==> src/rtl/router_reg.sv <==
`default_nettype none
// router_reg: datapath register stage of the 1x3 router (header/stall holding, XOR parity, error flag).
// Optional macro ROUTER_REG_ERRCNT_EN adds a saturating err_count output.
module router_reg #(
    parameter int DW = 8
) (
    input  logic          clock,
    input  logic          resetn,
    input  logic          pkt_valid,
    input  logic [DW-1:0] data_in,
    input  logic          fifo_full,
    input  logic          detect_add,
    input  logic          ld_state,
    input  logic          laf_state,
    input  logic          full_state,
    input  logic          lfd_state,
    input  logic          rst_int_reg,
    output logic [DW-1:0] dout,
    output logic          parity_done,
    output logic          low_packet_valid,
    output logic          err
`ifdef ROUTER_REG_ERRCNT_EN
    ,
    output logic [7:0]    err_count
`endif
);

    localparam logic [1:0] c_bad_addr = 2'b11;

    logic [DW-1:0] header_byte;
    logic [DW-1:0] full_byte;
    logic [DW-1:0] int_parity;
    logic [DW-1:0] pkt_parity;

    logic          hdr_load;
    logic          payload_write;
    logic          payload_stall;
    logic          parity_from_bus;
    logic          parity_from_stall;
    logic          err_next;

    always_comb begin
        hdr_load          = detect_add && pkt_valid && (data_in[1:0] != c_bad_addr);
        payload_write     = ld_state && !fifo_full;
        payload_stall     = ld_state && fifo_full;
        parity_from_bus   = ld_state && !fifo_full && !pkt_valid;
        parity_from_stall = laf_state && low_packet_valid && !parity_done;
        err_next          = err;
        if (detect_add) begin
            err_next = 1'b0;
        end else if (parity_done) begin
            err_next = (int_parity != pkt_parity);
        end
    end

    always_ff @(posedge clock or negedge resetn) begin
        if (!resetn) begin
            header_byte <= '0;
        end else if (hdr_load) begin
            header_byte <= data_in;
        end
    end

    // A stalled byte is parked in full_byte and replayed from LOAD_AFTER_FULL.
    always_ff @(posedge clock or negedge resetn) begin
        if (!resetn) begin
            dout      <= '0;
            full_byte <= '0;
        end else if (lfd_state) begin
            dout <= header_byte;
        end else if (payload_write) begin
            dout <= data_in;
        end else if (payload_stall) begin
            full_byte <= data_in;
        end else if (laf_state) begin
            dout <= full_byte;
        end
    end

    // The parity byte arrives with pkt_valid low and is never folded in.
    always_ff @(posedge clock or negedge resetn) begin
        if (!resetn) begin
            int_parity <= '0;
        end else if (detect_add) begin
            int_parity <= '0;
        end else if (lfd_state) begin
            int_parity <= int_parity ^ header_byte;
        end else if (ld_state && pkt_valid && !full_state) begin
            int_parity <= int_parity ^ data_in;
        end
    end

    always_ff @(posedge clock or negedge resetn) begin
        if (!resetn) begin
            parity_done <= 1'b0;
            pkt_parity  <= '0;
        end else if (detect_add) begin
            parity_done <= 1'b0;
        end else if (parity_from_bus) begin
            parity_done <= 1'b1;
            pkt_parity  <= data_in;
        end else if (parity_from_stall) begin
            parity_done <= 1'b1;
            pkt_parity  <= full_byte;
        end
    end

    always_ff @(posedge clock or negedge resetn) begin
        if (!resetn) begin
            low_packet_valid <= 1'b0;
        end else if (rst_int_reg) begin
            low_packet_valid <= 1'b0;
        end else if (ld_state && !pkt_valid) begin
            low_packet_valid <= 1'b1;
        end
    end

    always_ff @(posedge clock or negedge resetn) begin
        if (!resetn) begin
            err <= 1'b0;
        end else begin
            err <= err_next;
        end
    end

`ifdef ROUTER_REG_ERRCNT_EN
    // Counts rising edges of err; only resetn clears it, so it survives packet boundaries.
    always_ff @(posedge clock or negedge resetn) begin
        if (!resetn) begin
            err_count <= 8'h00;
        end else if (!err && err_next && (err_count != 8'hFF)) begin
            err_count <= err_count + 8'd1;
        end
    end
`endif

endmodule
`default_nettype wire

==> config.mk <==
export PLATFORM = sky130hd
export DESIGN_NAME = router_reg
export DESIGN_NICKNAME = d
export VERILOG_FILES = /design/src/rtl/router_reg.sv
export SDC_FILE = /design/constraint.sdc
export NUM_CORES = 1
export LEC_CHECK = 0
export BUFFER_PORTS_ARGS = -buffer_cell sky130_fd_sc_hd__buf_2
export CAP_MARGIN = 20
export CELL_PAD_IN_SITES_DETAIL_PLACEMENT = 2
export CELL_PAD_IN_SITES_GLOBAL_PLACEMENT = 2
export CORE_AREA = 5 5 109 80
export DETAILED_ROUTE_END_ITERATION = 10
export DIE_AREA = 0 0 114 85
export HOLD_SLACK_MARGIN = 0.08
export PLACE_DENSITY = 0.59
export SYNTH_ARGS = -nofsm -noshare
export SYNTH_HDL_FRONTEND = slang
export SYNTH_SLANG_ARGS = --single-unit
==> constraint.sdc <==
create_clock -name clock -period 1.5 [get_ports clock]
set_clock_uncertainty 0.1 [all_clocks]
set_input_delay 0.225 -clock clock [delete_from_list [all_inputs] [get_ports clock]]
set_output_delay 0.225 -clock clock [all_outputs]
set_load 0.01 [all_outputs]
==> metrics.yaml <==
die:
  initial_utilization: 0.279
  coreArea_mm2: 0.00760
  die_x_um: 114
  rows: 27
  ios: 29
  die_area_mm2: 0.00969
  die_h_um: 85
flow_run:
  maxCapViolCount: 0
logic_synthesis:
  postSynthCellCount: 187
  syn_nets: 205
  synth_cell_type_count: 27
  dominantRegCellSynth: "dfrtp_1"
  synth-seq-cells: 43
  ys_seq_area_frac: 0.508
  avgSynthCellArea_um2: 11.3
  async_flop_share: 1.00
  mappedNetlistArea_mm2: 0.00212
  synth_edf_count: 0
  ys.warnings.count: 0
finish:
  drive_gt1_frac: 0.325
  antenna_cells: 0
  nNetsFinal: 254
  multi_input_area_um2: 988
  layoutNonFillerInstCount: 338
  syn2layout_area_growth_pct: 27.4
  regArea_mm2: 0.00108
  fillCellCount: 826
critical_path:
  crit_arrival_ps: 1500
  reg2reg_slack_ps: 120
  cp_cell_sequence: "nand3b_1 -> a21oi_4 -> buf_12 -> nor2_1 -> a21oi_1"
  reg2reg_depth: 5
  r2r-end: "pkt_parity[5]"
  slowest_delay_ps: 430
  critPathMaxFanout: 16
  worstSetupStartpointType: "flop"
  slowest_stage: "dfrtp_1"
  end_kind: "flop"
  reg2reg_from: "parity_done"
  required_ps: 1620
  worstSetupPathType: "reg2reg"
place:
  io_buffers: 28
  pre_cts_slack_ps: -75.2
  post-dp-hpwl_um: 4220
  routabilityCongestion: 0.668
  dp.cells: 327
timing:
  tightest_slew_ps: 310
  fin_ws_ps: 119
  final-setup-viol-count: 0
  relSlewSlack: 0.793
  fmax_ghz: 0.724
  min_period_over_period: 0.921
  hold_violations: 0
  period_minus_slack_ps: 1380
  slew_viol_final: 0
  tns_ps: 0
  rsz0062_at_grt: "no"
routing:
  wl_per_cell_um: 16.7
  route.vias.total: 1558
  drc: 0
  wl_um: 5650
  antenna_left: 0
  vias_per_cell: 4.61
  drt_iter0_drc: 63
  first_pass_iters: 3
hold_path:
  min_path_cells: 2
  worstHoldEndpoint: "full_byte[5]"
  hp-class: "in2reg"
  worstHoldStart: "data_in[5]"
global_route:
  antenna_found_initial: 0
  gr-usage-all-layers: 0.125
  grt_start_max_net_pins: 44
  grt_pass1_wl_um: 9520
  grt_overflow: 0
  grt_pass1_vias: 1743
cts:
  htreeDepth: 2
  clock_latency_ps: 300
  cts_tree: "built"
  clockBufferDepth: 2
  clkSinkCount: 43
  path_clk_slew_ps: 80
  root_buffer: "clkbuf_8"
  cts_made_buffers: 5
power_and_ir_drop:
  ir_drop_mv: 0.355
  powerDensity_mw_per_mm2: 1270
  p_leak_nw: 1.24
outcome:
  outcome: "complete, no violations"
==> cell families after synthesis <==
group	Yosys count	share of synthesized area
AO/OA/AOI/OAI	33	0.101
XOR/XNOR	16	0.0661
buffers and inverters	11	0.0289
flip-flops	43	0.508
multiplexers	39	0.195
AND/OR/NAND/NOR	45	0.102
==> where the power goes <==
part,leakage [nW],internal (mW),switching [mW]
Clock,0.0654,0.666,0.422
Combinational,0.659,0.403,0.372
Sequential,0.519,1.39,0.173
Total,1.24,2.46,0.967
==> placed cells by master, fill, tap and decap left out, drive strengths merged, types with 2 or more instances in the layout <==
cell,Yosys,routed
buf,6,48
dfrtp,43,43
nor2,25,25
mux2i,21,21
a21oi,20,20
mux2,18,18
xnor2,13,13
nand3b,7,7
clkbuf,3,6
nand2,5,5
a221o,4,4
o21ai,4,4
xor2,3,3
dlygate4sd3,0,3
nor2b,2,2
nor3,2,2
inv,2,2
a31oi,2,2
bufinv,0,2
==> cell type report <==
| class | instances | area share |
|---|---|---|
| multi-input cells | 133 | 0.366 |
| flip-flops and latches | 43 | 0.398 |
| clock buffers | 6 | 0.0269 |
| clock inverters | 2 | 0.0222 |
| well taps | 101 | 0.0468 |
| inverters | 2 | 0.00278 |
| repair buffers | 51 | 0.137 |
==> worst max path at each step <==
stage | startpoint | endpoint | slack [ps] | cells past startpoint
floorplan | lfd_state | dout[7] | 80 | 5
global placement | ld_state | dout[5] | -80 | 6
detailed placement | fifo_full | pkt_parity[2] | -80 | 5
CTS | int_parity[3] | err | 50 | 5
global route | parity_done | pkt_parity[5] | 10 | 5
finish | parity_done | pkt_parity[5] | 120 | 5
==> layer usage <==
layer / global-route usage / routed length [µm] / vias to the layer above
li1: - / - / 747
met1: 0.168 / 2770 / 785
met2: 0.200 / 2590 / 22
met3: 0.0342 / 246 / 4
met4: 0.0291 / 43 / 0
met5: 0 / 0 / -
==> cells in the mapped netlist, types with 2 or more instances <==
| cell type | instances | share of area |
|---|---|---|
| nand2_1 | 5 | 0.0089 |
| dfrtp_1 | 43 | 0.51 |
| buf_2 | 4 | 0.0094 |
| nor2b_1 | 2 | 0.0059 |
| mux2_2 | 18 | 0.096 |
| nand3b_1 | 7 | 0.025 |
| xnor2_1 | 13 | 0.054 |
| buf_6 | 2 | 0.011 |
| nor2_1 | 25 | 0.044 |
| a221o_1 | 4 | 0.019 |
| mux2i_1 | 21 | 0.099 |
| clkbuf_1 | 3 | 0.0053 |
| a31oi_1 | 2 | 0.0059 |
| inv_1 | 2 | 0.0035 |
| nor3_1 | 2 | 0.0047 |
| a21oi_2 | 2 | 0.0083 |
| xor2_1 | 3 | 0.012 |
| a21oi_1 | 17 | 0.040 |
| o21ai_0 | 4 | 0.0094 |
==> worst max-delay path: cells and delay by family, from the launching register on <==
kind / cells / cell delay, ps
AOI/OAI and AO/OA: 2 / 330
buffers and inverters: 1 / 160
and+or+nand+nor: 2 / 290
DFF: 1 / 430
==> stage by stage <==
stage               hold slack (ps)  cell area (µm²)  power [mW]  utilization
detailed placement              130             2530        2.36        0.333
global route                    129             2700        3.64        0.355
CTS                             122             2700        3.48        0.355
global placement                130             2530        2.34        0.333
floorplan                      -171             2120        2.04            -
finish                          135             2700        3.42        0.355
==> registers in the layout (all words and copies together) (netlist names) <==
name              flops
full_byte             8
parity_done           1
pkt_parity            8
low_packet_valid      1
header_byte           8
err                   1
int_parity            8
dout                  8
==> timing repair <==
item,CTS,global route
hold buffers,3,0
setup buffers,0,0
endpoints found under the hold margin,45,0
gates resized for setup,0,1
setup endpoints to repair,0,1
Power figures use the tool's default switching activity.
